--- config.mk ---
export PLATFORM = sky130hd
export DESIGN_NAME = pwm_wave_gen
export DESIGN_NICKNAME = d
export VERILOG_FILES = /design/src/rtl/pwm_wave_gen.sv
export SDC_FILE = /design/constraint.sdc
export NUM_CORES = 1
export LEC_CHECK = 0
export ABC_AREA = 1
export CAP_MARGIN = 20
export CORE_ASPECT_RATIO = 0.75
export CORE_UTILIZATION = 60
export CTS_CLUSTER_SIZE = 14
export DETAILED_ROUTE_END_ITERATION = 8
export PLACE_DENSITY_LB_ADDON = 0.15
export SLEW_MARGIN = 20
export SYNTH_ARGS = -nofsm -noshare
export SYNTH_HDL_FRONTEND = slang
export SYNTH_SLANG_ARGS = --single-unit
--- constraint.sdc ---
create_clock -name clk -period 3.2 [get_ports clk]
set_clock_uncertainty 0.15 [all_clocks]
set_input_delay 0.48 -clock clk [delete_from_list [all_inputs] [get_ports clk]]
set_output_delay 0.48 -clock clk [all_outputs]
set_load 0.1 [all_outputs]
--- src/rtl/pwm_wave_gen.sv ---
// rtl/pwm_wave_gen.sv - Avalon-MM programmable PWM generator with double-buffered period/duty
// Active period/duty only change on a period wrap (or while idle) so out_wave never glitches.
module pwm_wave_gen #(
    parameter int CNT_W = 32
) (
    input  logic        clk,
    input  logic        reset,
    input  logic [1:0]  avs_address,
    input  logic        avs_write,
    input  logic [31:0] avs_writedata,
    input  logic        avs_read,
    output logic [31:0] avs_readdata,
    output logic        out_wave
);
    typedef enum logic {IDLE = 1'b0, RUN = 1'b1} state_t;

    localparam logic [CNT_W-1:0] ONE = CNT_W'(1);

    state_t           state_q, state_d;
    logic             inv_q, inv_d;
    logic [CNT_W-1:0] per_p_q, per_p_d;
    logic [CNT_W-1:0] duty_p_q, duty_p_d;
    logic [CNT_W-1:0] per_a_q, per_a_d;
    logic [CNT_W-1:0] duty_a_q, duty_a_d;
    logic             pend_q, pend_d;
    logic [CNT_W-1:0] cnt_q, cnt_d;
    logic [15:0]      wraps_q, wraps_d;
    logic [31:0]      rdata_q, rdata_d;
    logic             out_q, out_d;

    logic             run, wrap, raw;
    logic [CNT_W-1:0] wdata_cnt;

    assign wdata_cnt    = avs_writedata[CNT_W-1:0];
    assign avs_readdata = rdata_q;
    assign out_wave     = out_q;

    always_comb begin
        state_d  = state_q;
        inv_d    = inv_q;
        per_p_d  = per_p_q;
        duty_p_d = duty_p_q;
        per_a_d  = per_a_q;
        duty_a_d = duty_a_q;
        pend_d   = pend_q;
        cnt_d    = cnt_q;
        wraps_d  = wraps_q;
        rdata_d  = rdata_q;

        run   = (state_q == RUN) && (per_a_q != '0);
        wrap  = run && (cnt_q == per_a_q - ONE);
        raw   = run && (cnt_q < duty_a_q);
        out_d = raw ^ inv_q;

        if (state_q == RUN) begin
            if (per_a_q == '0) begin
                cnt_d = '0;
            end else if (wrap) begin
                cnt_d   = '0;
                wraps_d = wraps_q + 16'd1;
                if (pend_q) begin
                    per_a_d  = per_p_q;
                    duty_a_d = duty_p_q;
                    pend_d   = 1'b0;
                end
            end else begin
                cnt_d = cnt_q + ONE;
            end
        end else begin
            cnt_d = '0;
        end

        // Register writes come after the wrap logic so a same-edge write re-arms pend.
        if (avs_write) begin
            case (avs_address)
                2'd0: begin
                    inv_d = avs_writedata[1];
                    if (avs_writedata[0] && state_q == IDLE) begin
                        state_d  = RUN;
                        per_a_d  = per_p_q;
                        duty_a_d = duty_p_q;
                        cnt_d    = '0;
                        pend_d   = 1'b0;
                    end else if (!avs_writedata[0] && state_q == RUN) begin
                        state_d = IDLE;
                        cnt_d   = '0;
                    end
                end
                2'd1: begin
                    per_p_d = wdata_cnt;
                    if (state_q == IDLE) per_a_d = wdata_cnt;
                    else                 pend_d  = 1'b1;
                end
                2'd2: begin
                    duty_p_d = wdata_cnt;
                    if (state_q == IDLE) duty_a_d = wdata_cnt;
                    else                 pend_d   = 1'b1;
                end
                default: ;
            endcase
        end

        if (avs_read) begin
            case (avs_address)
                2'd0:    rdata_d = {30'd0, inv_q, state_q == RUN};
                2'd1:    rdata_d = 32'(per_p_q);
                2'd2:    rdata_d = 32'(duty_p_q);
                default: rdata_d = {wraps_q, 14'd0, pend_q, run};
            endcase
        end
    end

    always_ff @(posedge clk) begin
        if (reset) begin
            state_q  <= IDLE;
            inv_q    <= 1'b0;
            per_p_q  <= '0;
            duty_p_q <= '0;
            per_a_q  <= '0;
            duty_a_q <= '0;
            pend_q   <= 1'b0;
            cnt_q    <= '0;
            wraps_q  <= '0;
            rdata_q  <= '0;
            out_q    <= 1'b0;
        end else begin
            state_q  <= state_d;
            inv_q    <= inv_d;
            per_p_q  <= per_p_d;
            duty_p_q <= duty_p_d;
            per_a_q  <= per_a_d;
            duty_a_q <= duty_a_d;
            pend_q   <= pend_d;
            cnt_q    <= cnt_d;
            wraps_q  <= wraps_d;
            rdata_q  <= rdata_d;
            out_q    <= out_d;
        end
    end
endmodule
==> flow_summary.yaml <==
outcome:
  status: "completed"
cells_and_area:
  diodes: 0
  drive_above_1_share_pct: 10.7
  ff_latch_area_sq_mm: 0.00426
  nFillCells: 1935
  multi_input_comb_area_sq_mm: 0.00899
  area_growth_pct: 18.3
  fin_area_sq_mm: 0.0171
  fin_nets: 2573
grt:
  antenna_found_initial: 0
  first_global_vias: 15500
  grt_overflow_total: 0
  grt_max_degree: 91
  track_usage_pct: 39.4
  grt_pass1_wl_um: 78800
floorplan:
  initial_core_util_pct: 62.1
  core_area_sq_mm: 0.0233
  num_rows: 48
  fp.dieW_um: 181
  die_area_sq_mm: 0.0247
  ios: 71
  die_h_um: 136
power_and_ir_drop:
  powerDensity_mw_per_mm2: 443
  ir_drop_mv: 0.387
  p_leak_nw: 7.10
  pwr-share-seq_pct: 37.2
  p_clk_share_pct: 39.7
  power.switching_mw: 2.47
  combPwrFrac_pct: 23.1
  power.total_mw: 7.59
  p_sw_share_pct: 32.6
  intPower_mw: 5.11
critical_path:
  slowest_stage: "dfxtp_1"
  crit-reg2reg-launch: "per_a_q[1]"
  path_max_fanout: 8
  r2r_setup_slack_ns: 0.02
  cp-end-kind: "flop"
  worst_setup_path_start_kind: "flop"
  critPathMostFrequentCell: "nand2_1"
  startpoint: "per_a_q[1]"
  cp_data_arrival_time_ns: 3.45
  critPathBufInv: 3
  crit_chain: "buf_4, nor2_2, nand2_2, nor2_4, nand2_4, o21ai_2, nand2_1, nand2_2, nand2_1, nor2_2, nand2_2, nor2_4, buf_6, clkbuf_16, nand4_1, nand2_1, nand2_1, nand2_1, nand2_1, nand2_1, a21oi_1"
  critPathKind: "reg2reg"
  cp.required_ns: 3.46
  path_delay_family: "simple AND/OR/NAND/NOR gates"
  max_stage_delay_ns: 0.32
synth:
  synth-seq-cells: 212
  synthSimpleGateAreaFrac_pct: 37.2
  synth-main-ff-cell: "dfxtp_1"
  synth_warnings: 0
  synth_xor_area_share_pct: 3.00
  synth-edff-count: 0
  synthAdderAreaFrac_pct: 3.46
  async_flop_share_pct: 0
  synth.net_count: 2508
  yosysSeqAreaShare_pct: 29.3
  muxShareOfSynthArea_pct: 0
  syn_inst: 2430
  synth_compound_area_share_pct: 17.0
  postSynthAreaPerCell_sq_um: 5.95
  synth_top_family_by_area: "simple AND/OR/NAND/NOR gates"
  ys_types: 43
  netlist_area_sq_mm: 0.0145
timing:
  hold_viol: 0
  maxSlewHeadroom_pct: 61.4
  fin_hold_ws_ns: 0.184
  post-route-period-util_pct: 99.5
  timing.fmax_mhz: 314
  drv_slew: 0
  period_minus_slack_ns: 3.18
  final.setup.tns_ns: 0
  finalSetupViolCount: 0
  tightest_slew_ns: 0.578
drt:
  ant_nets: 0
  wl_um: 51500
  drc: 0
  wl_per_cell_um: 18.3
  first_pass_iters: 7
  via_per_inst: 6.13
  vias: 17200
  dr.first_iter.drc_count: 2000
cts:
  clockRootBuffer: "clkbuf_16"
  cts_made_buffers: 24
  h-tree-depth: 1
  cts_tree: "yes"
  insertion_delay_ns: 0.54
  clockBufferDepth: 3
  path_clk_slew_ns: 0.06
  clock_sinks: 212
worst_hold_path:
  hp-class: "in2reg"
  worstHoldStart: "avs_write"
place:
  dpl.hpwl_um: 33800
  io_buffer_count: 70
  gp_congestion: 0.984
  post_dp_cell_area_sq_mm: 0.0158
flow_run:
  max-cap-violations: 0
[stage by stage]
stage	cells	util, %	worst slack, ns
after floorplan	2430	-	0.545
after global placement	2755	67.9	-0.0253
after detailed placement	2755	67.9	-0.0775
after CTS	2801	71.6	-0.0231
after global routing	2812	73.5	-0.157
final	2812	73.5	0.0157
[per-layer routing]
layer	routed length [um]	part of all wire (%)	up-vias	track usage, %
met5	0	0	-	0
met4	3260	6.3	0	23.4
met3	4980	9.7	237	4.77
met2	22900	44	1077	63.8
met1	20400	40	7853	50.9
li1	-	-	8060	-
[layout make-up]
class / count / area share, %
clock inverters: 9 / 0.738
well taps: 300 / 2.19
clock buffers: 34 / 4.20
flip-flops and latches: 212 / 24.9
multi-input cells: 1851 / 52.5
repair buffers: 190 / 10.8
inverters: 216 / 4.74
[flip-flops by register name (all words and copies together) (netlist names)]
signal,count
per_a_q,32
state_q,1
wraps_q,16
duty_p_q,32
avs_readdata,32
out_wave,1
pend_q,1
inv_q,1
duty_a_q,32
cnt_q,32
per_p_q,32
[tightest hold or removal path, cell delays in order]
cell     delay [ns]
buf_2          0.12
nand2_1        0.13
a21oi_1        0.09
[timing repair]
item                       in CTS  in global routing
gates resized for setup         1                 69
hold buffers                    0                  0
setup endpoints to repair      23                110
setup buffers                   3                  4
gates cloned                    0                  6
pin swaps                       4                 20
[power by group through the flow]
stage,Clock (mW),Sequential (mW),Combinational (mW)
6_report,3.01,2.82,1.75
5_1_grt,3.11,2.83,1.89
4_1_cts,3.01,2.81,1.58
3_5_place_dp,0,2.87,1.56
3_3_place_gp,0,2.87,1.54
2_1_floorplan,0,2.98,0.949
[placed cells by master, fill, tap and decap left out, drive strengths merged, types with 6 or more instances in the layout]
master and n:
clkbuf 40, clkdlybuf4s50 35, inv 215, buf 149, nor4 13, a21oi 247, xnor2 12, nor3b 6
xor2 35, nand3 113, nor3 42, dfxtp 212, nand4 77, ha 40, o21ai 175, clkinv 6
nand2 817, nor2 225, a311oi 14, o22ai 15
[logic make-up after synthesis]
kind of cell,count (synthesis)
compound gates,466
buf+inv,367
simple gates,1297
flops,212
xor+xnor,48
fa+ha+maj,40
[Yosys cell counts, drive strengths merged, types with 13 or more instances]
master / n / area share (%)
a21oi: 247 / 8.6
a311oi: 14 / 0.85
buf: 35 / 1.4
clkbuf: 116 / 3.0
dfxtp: 212 / 29
ha: 40 / 3.5
inv: 214 / 5.6
nand2: 817 / 21
nand3: 113 / 3.9
nand4: 77 / 3.3
nor2: 225 / 6.0
nor3: 42 / 1.5
nor4: 13 / 0.67
o21ai: 175 / 6.1
o22ai: 15 / 0.65
xor2: 35 / 2.1
[path summary, 6_finish.rpt]
check	end	depth (start not counted)
max	per_a_q[11]	21
max reg2reg	per_a_q[11]	21
min	inv_q	3
min reg2reg	avs_readdata[11]	2
Note: power is estimated with default switching activity, not from simulation.
